===== config.mk =====
export PLATFORM = sky130hd
export DESIGN_NAME = clock_divider_prog
export DESIGN_NICKNAME = d
export VERILOG_FILES = /design/src/rtl/clock_divider_prog.sv
export SDC_FILE = /design/constraint.sdc
export NUM_CORES = 1
export LEC_CHECK = 0
export CORE_ASPECT_RATIO = 0.5
export CORE_UTILIZATION = 59
export CTS_CLUSTER_SIZE = 12
export DETAILED_ROUTE_END_ITERATION = 8
export PLACE_DENSITY_LB_ADDON = 0.25
export SLEW_MARGIN = 30
export SYNTH_ARGS = -nofsm -noshare
export SYNTH_HDL_FRONTEND = slang
export SYNTH_SLANG_ARGS = --single-unit
export TNS_END_PERCENT = 30

===== constraint.sdc =====
create_clock -name in_clk -period 4.2 [get_ports in_clk]
set_input_delay 0.84 -clock in_clk [delete_from_list [all_inputs] [get_ports in_clk]]
set_output_delay 0.84 -clock in_clk [all_outputs]
set_load 0.005 [all_outputs]

===== src/rtl/clock_divider_prog.sv =====
// Runtime-programmable clock divider producing a registered divided enable and a period tick.
// New divisor/high-time settings wait in a shadow register and are applied only at a period boundary.
module clock_divider_prog #(
    parameter int          WIDTH        = 28,
    parameter int unsigned DEFAULT_DIV  = 125000000,
    parameter int unsigned DEFAULT_HIGH = 62500000
) (
    input  logic             in_clk,
    input  logic             rst_n,
    input  logic             enable,
    input  logic             load,
    input  logic [WIDTH-1:0] div_in,
    input  logic [WIDTH-1:0] high_in,
    output logic             out_clk,
    output logic             tick,
    output logic             load_busy,
    output logic             load_err
);

    localparam logic [WIDTH-1:0] DIV_RST  = DEFAULT_DIV[WIDTH-1:0];
    localparam logic [WIDTH-1:0] HIGH_RST = DEFAULT_HIGH[WIDTH-1:0];

    logic [WIDTH-1:0] div_act;
    logic [WIDTH-1:0] high_act;
    logic [WIDTH-1:0] counter;
    logic [WIDTH-1:0] pend_div;
    logic [WIDTH-1:0] pend_high;
    logic             pending;

    logic             wrap;
    logic             load_ok;
    logic             apply;

    // div_act is always >= 2, so div_act-1 cannot underflow; >= also recovers
    // from any out-of-range counter value in a single cycle.
    always_comb begin
        wrap    = (counter >= (div_act - WIDTH'(1)));
        load_ok = load && (div_in >= WIDTH'(2));
        apply   = pending && (!enable || wrap);
    end

    always_ff @(posedge in_clk or negedge rst_n) begin
        if (!rst_n) begin
            counter   <= '0;
            div_act   <= DIV_RST;
            high_act  <= HIGH_RST;
            pend_div  <= DIV_RST;
            pend_high <= HIGH_RST;
            pending   <= 1'b0;
            out_clk   <= 1'b0;
            tick      <= 1'b0;
            load_err  <= 1'b0;
        end else begin
            load_err <= load && !load_ok;

            if (enable) begin
                counter <= wrap ? '0 : counter + WIDTH'(1);
                out_clk <= (counter < high_act);
                tick    <= (counter == '0);
            end else begin
                counter <= '0;
                out_clk <= 1'b0;
                tick    <= 1'b0;
            end

            if (apply) begin
                div_act  <= pend_div;
                high_act <= pend_high;
                pending  <= 1'b0;
            end

            // A capture on the apply edge refills the shadow after it has been consumed.
            if (load_ok) begin
                pend_div  <= div_in;
                pend_high <= high_in;
                pending   <= 1'b1;
            end
        end
    end

    assign load_busy = pending;

endmodule


==> out/results.ini, run 1 <==
[placed_design]
placement.io_buffers=63
dpl-instance-area_mm2=0.00876
gp_congestion=0.923
dp_hpwl_mm=13.1
dp.cells=984

[timing]
hold_violations=0
slew_viol_final=0
fin_crit_sh=0.933
fin_setup_tns_ns=0
setup_violations=0
max_clock_freq_ghz=0.255
worst_clock_skew_ns=0.00913
relSlewSlack=0.447
grt_setup_unrepaired=no
min_period_ns=3.92
tightest_slew_ns=0.829

[synthesis]
async_reset_ff_frac=1.00
synth-seq-area-share=0.461
synth_top_flop_cell=dfrtp_1
synth_cell_types=51
post-synth-top-area-cell=dfrtp_1
synth_fa_ha_area_frac=0.0912
synth_top_area_share=0.289
synth_area_mm2=0.00796
ys_ff_latch=144
synth_top_family_by_area=simple AND/OR/NAND/NOR gates
synth.area.mux_share=0.0750
synth_area_per_cell_um2=10.2
syn_inst=780
ys_warn_count=0
synth-xor-area-share=0.0561
synth.net_count=898
synth_compound_area_frac=0.125
synth.area.top_cells=dfrtp_1 29%, dfstp_2 17%, ha_1 9.1%
yosys.area_share.simple=0.148
synth_edf_count=0

[routing]
drt_iter0_drc=609
drt-total-wl_mm=19.7
drc=3
postRouteAntennaNets=0
post_drt_via_cell_ratio=6.21
vias=6318
routedWlPerCell_um=19.3
drt_first_pass_iters=7

[floorplan]
die-area_mm2=0.0140
io_pins=64
start_util=0.616
die_w_um=166
rows=29
core_area_mm2=0.0129
die_y_um=84.1

[pwr]
power.total_mw=4.01
power_density_mw_per_mm2=424
leakage_nw=4.03
irDropWorstVdd_mv=0.275

[global_route]
overflow=0
grt_pass1_vias=6301
grt_max_degree=93
grt_usage=0.299
antenna_found_initial=0
grt_pass1_wl_mm=32.6

[final_layout]
layout.nets=953
final_common_cell=dfrtp_1
regArea_mm2=0.00367
fin_area_mm2=0.00946
fillers=916
multi_input_area_mm2=0.00400
layout_common_cells=91 x dfrtp_1, 87 x nand2_1, 64 x o21ai_0, 62 x clkdlybuf4s50_1, 58 x ha_1
final_layout_size_suffix_gt1_frac=0.196
diodes=0
final_cells=1018
syn_to_final_growth_pct=18.8

[setup_path]
endpoint_kind=flip-flop
start_kind=flip-flop
cp_max_fo=24
cp.arrival_ns=4.20
crit_required_ns=4.48
reg2reg_depth=14
critical_path_class=reg -> reg

[cts]
path_clk_slew_ns=0.06
clock-root-buffer=clkbuf_16
clockBufferDepth=2
htreeDepth=4
cts_num_sinks=144
cts_buffers=17
clkLatencyLatePin_ns=0.42
cts_tree=yes

[min_path]
min_path_cells=2
holdCritPathClass=reg -> reg

[outcome]
status=complete, but fails checks
violations=design-rule violations

[run]
maxCapViolations=0

==> critical path, cell delays in order (launching register included) <==
cell      delay (ns)
dfrtp_1         0.40
inv_1           0.09
ha_1            0.21
or4b_4          0.52
nor4_4          0.29
and2_2          0.24
and4bb_1        0.21
xnor2_1         0.12
ha_1            0.28
and4_1          0.22
and2_1          0.20
a221oi_4        0.39
o211a_4         0.24
buf_6           0.21
o22ai_1         0.14
==> per-stage QoR <==
stage,utilization,hold slack (ns),setup WS (ns)
floorplan,-,0.439,0.599
global placement,0.678,0.450,0.311
detailed placement,0.678,0.451,0.194
CTS,0.728,0.460,0.138
global route,0.732,0.477,0.0599
finish,0.732,0.462,0.283
==> flip-flops by register name, summed over array words and instances (netlist names) <==
name       flops
high_act      28
pend_high     28
tick           1
div_act       28
load_err       1
counter       28
pend_div      28
out_clk        1
load_busy      1
==> layer usage <==
metal	GRT usage	vias to the layer above	share of wire
met5	0	-	0
met4	0.0918	0	0.021
met3	0.0616	47	0.066
met2	0.473	269	0.46
met1	0.420	3094	0.46
li1	-	2908	-
==> layout make-up <==
class	count	share of cell area
well taps	170	0.0225
clock buffers	19	0.0458
repair buffers	77	0.0831
flip-flops and latches	144	0.388
inverters	38	0.0151
clock inverters	13	0.0224
multi-input cells	557	0.423
==> repair_timing <==
item | 4_1_cts | 5_1_grt
gates resized for setup | 0 | 6
endpoints found under the setup margin | 0 | 57
hold buffers | 0 | 0
setup buffers | 0 | 2
==> report_power, final <==
part	internal [mW]	total, mW	switching (mW)	leakage (nW)
clock network	1.06	1.66	0.604	0.311
logic	0.303	0.649	0.346	2.01
registers	1.58	1.70	0.122	1.70
==> final timing paths <==
check | to | start | slack [ns]
worst max-delay path | high_act[4] | div_act[0] | 0.28
worst min-delay path | pend_div[21] | pend_div[21] | 0.46
worst max register to register | high_act[4] | div_act[0] | 0.28
worst min register to register | pend_div[21] | pend_div[21] | 0.46
max in group asynchronous | div_act[24] | rst_n | 2.70
min in group asynchronous | pend_high[14] | rst_n | 0.51
==> cells by family after synthesis <==
logic type | count (synthesis)
and+or+nand+nor | 232
DFF | 144
buffers and inverters | 79
xor gates and xnor gates | 51
adders and majority gates | 58
AOI/OAI and AO/OA | 163
muxes | 53
==> Yosys cell counts, drive strengths merged, types with 14 or more instances <==
cell	instances
xnor2	29
dfstp	52
nand2	87
nor4	20
o21ai	65
buf	18
dfrtp	92
nor2	44
o22ai	56
nor3	14
inv	38
clkbuf	23
ha	58
nand4	16
mux2	53
xor2	22
Note: power is estimated with default switching activity, not from simulation.
==> run 2, diff against run 1 <==
- CORE_UTILIZATION: 59 -> 60
- CTS_CLUSTER_DIAMETER: unset -> 30
- DONT_BUFFER_PORTS: unset -> 1
- HOLD_SLACK_MARGIN: unset -> 0.15
==> run 2 against run 1 <==
  * The run now ends clean
  * Sequential share of layout area is 3.2 points higher
  * Register-to-register slack worse by 0.11 ns
  * Combinational power is 17% lower
  * Final cell count is 6.8% lower
  * Core utilization is 5.0 points lower
  * Clock skew is 0.0082 ns higher
  * Final area is 7.6% lower
  * Via count is 6.2% lower
  * Fmax is 2.6% lower
  * Sequential power hardly changed
  * Non-clock buffer count is 69 lower
  * Clock-buffer cell count is 1 lower
  * Critical path type unchanged
  * Highest routed layer unchanged
==> out/results.ini, run 2 (synthesis results as in run 1) <==
[final_layout]
syn_to_final_growth_pct=9.81
final_cells=949  ; -6.8%
final_common_cell=dfrtp_1
fillers=949  ; +3.6%
final_layout_size_suffix_gt1_frac=0.205  ; +0.00964
layout.nets=884  ; -7.2%
diodes=0  ; unchanged
layout_common_cells=91 x dfrtp_1, 87 x nand2_1, 64 x o21ai_0, 58 x ha_1, 56 x o22ai_1
fin_area_mm2=0.00874  ; -7.6%

[setup_path]
r2r_start=div_act[0]
endpoint_kind=flip-flop
cp.arrival_ns=4.31  ; +0.11 ns
cp_max_fo=57  ; +140%
crit_required_ns=4.48  ; about the same
rrSetupSlack_ns=0.18  ; -0.11 ns
start_kind=flip-flop
critical_path_class=reg -> reg
reg2reg_depth=14  ; unchanged
r2r-end=high_act[12]

[pwr]
power_density_mw_per_mm2=436  ; +2.7%
leakage_nw=3.74  ; -7.1%
power.total_mw=3.81  ; -5.1%
irDropWorstVdd_mv=0.270  ; -2.0%

[timing]
worst_clock_skew_ns=0.0173  ; +0.00818 ns
relSlewSlack=0.500  ; +0.0531
tightest_slew_ns=0.731  ; -0.0986 ns
min_period_ns=4.02  ; +0.106 ns
hold_violations=0  ; unchanged
max_clock_freq_ghz=0.249  ; -2.6%
setup_violations=0  ; unchanged
worst_hold_slack_ns=0.267  ; -0.195 ns
slew_viol_final=0  ; unchanged
fin_crit_sh=0.958  ; +0.0252

[cts]
path_clk_slew_ns=0.06  ; about the same
clkLatencyLatePin_ns=0.43  ; about the same
htreeDepth=4  ; unchanged
clockBufferDepth=2  ; unchanged
cts_tree=yes
cts_buffers=17  ; unchanged
clock-root-buffer=clkbuf_16
cts_num_sinks=144  ; unchanged

[global_route]
grt_max_degree=93  ; unchanged
grt_pass1_vias=5769  ; -8.4%
grt_pass1_wl_mm=29.6  ; -9.4%
grt_usage=0.281  ; -0.0186
overflow=0  ; unchanged
antenna_found_initial=0  ; unchanged

[routing]
drt-total-wl_mm=17.8  ; -9.4%
drt_iter0_drc=606  ; -0.49%
postRouteAntennaNets=0  ; unchanged
vias=5928  ; -6.2%
drc=0  ; -3
drt_first_pass_iters=6  ; -1
post_drt_via_cell_ratio=6.25  ; +0.65%
routedWlPerCell_um=18.8  ; -2.8%

[floorplan]
core_area_mm2=0.0128  ; -0.84%
start_util=0.621  ; +0.00524
die_y_um=83.4  ; -0.81%
die_w_um=165  ; -0.83%
io_pins=64  ; unchanged
rows=29  ; unchanged
die-area_mm2=0.0138  ; -1.6%

[placed_design]
gp_congestion=0.867  ; -6.1%
placement.io_buffers=0  ; -100%
dp_hpwl_mm=11.9  ; -8.8%
dpl-instance-area_mm2=0.00808  ; -7.8%
dp.cells=916  ; -6.9%

[run]
maxCapViolations=0  ; unchanged

[min_path]
holdCritPathClass=in -> async

[outcome]
status=completed

## run 2: cell types whose count changed in the layout (fill, tap and decap cells not counted), moves of 2 or more
cell,change
clkdlybuf4s50_1,-62
buf_4,-5
bufinv_16,-2
inv_6,+2
## run 2: timing repair
item | 4_1_cts | 5_1_grt
setup buffers | 0 | 0
resized for setup | 0 | 3
hold endpoints to repair | 92 | 0
hold buffers | 1 | 0
endpoints found under the setup margin | 0 | 5
## run 2: worst max-delay path, cell delays in order, from the launching register on
cell and delay, ns:
dfrtp_1 0.41, inv_1 0.09, ha_1 0.20, or4b_4 0.51, nor4_4 0.29, and2_2 0.25, and4bb_1 0.21, xnor2_1 0.12
ha_1 0.27, and4_1 0.22, and2_1 0.19, a221oi_2 0.45, o211a_4 0.24, buf_12 0.23, o22ai_1 0.15
## run 2: final cells by class
type,instances,area (um2),area share
Multi-Input combinational cell,557,3990,0.457
Sequential cell,144,3670,0.420
Clock buffer,18,429,0.0491
Tap cell,170,213,0.0243
Clock inverter,14,181,0.0208
Inverter,38,143,0.0163
Timing Repair Buffer,8,109,0.0125
## run 2: stage by stage
| stage | setup TNS (ns) | worst slack (ns) | utilization |
|---|---|---|---|
| 3_5_place_dp | 0 | 0.209 | 0.631 |
| 6_report | 0 | 0.177 | 0.682 |
| 3_3_place_gp | 0 | 0.345 | 0.631 |
| 5_1_grt | -0.00723 | -0.00723 | 0.682 |
| 2_1_floorplan | 0 | 0.599 | - |
| 4_1_cts | 0 | 0.192 | 0.681 |
## run 2: power breakdown
group	switching (mW)	internal, mW	total (mW)
sequential	0.130	1.58	1.71
clock	0.613	0.946	1.56
combinational	0.293	0.246	0.539
total	1.04	2.77	3.81
## run 2: worst max-delay path by stage
stage               depth (start not counted)  slack, ns  startpoint            to
floorplan                                  15       0.60  div_act[0]    div_act[0]
global placement                           14       0.35  div_act[0]    div_act[0]
detailed placement                         14       0.21  div_act[0]  high_act[22]
CTS                                        14       0.19  div_act[0]  high_act[22]
global route                               12     -0.007  div_act[5]   div_act[27]
finish                                     14       0.18  div_act[0]  high_act[12]
## run 2: routing by layer
| layer | vias to the layer above | share of wire | GRT usage |
|---|---|---|---|
| met3 | 35 | 0.068 | 0.0624 |
| met1 | 2867 | 0.49 | 0.425 |
| met2 | 249 | 0.42 | 0.391 |
| met5 | - | 0 | 0 |
| met4 | 0 | 0.019 | 0.103 |
| li1 | 2777 | - | - |
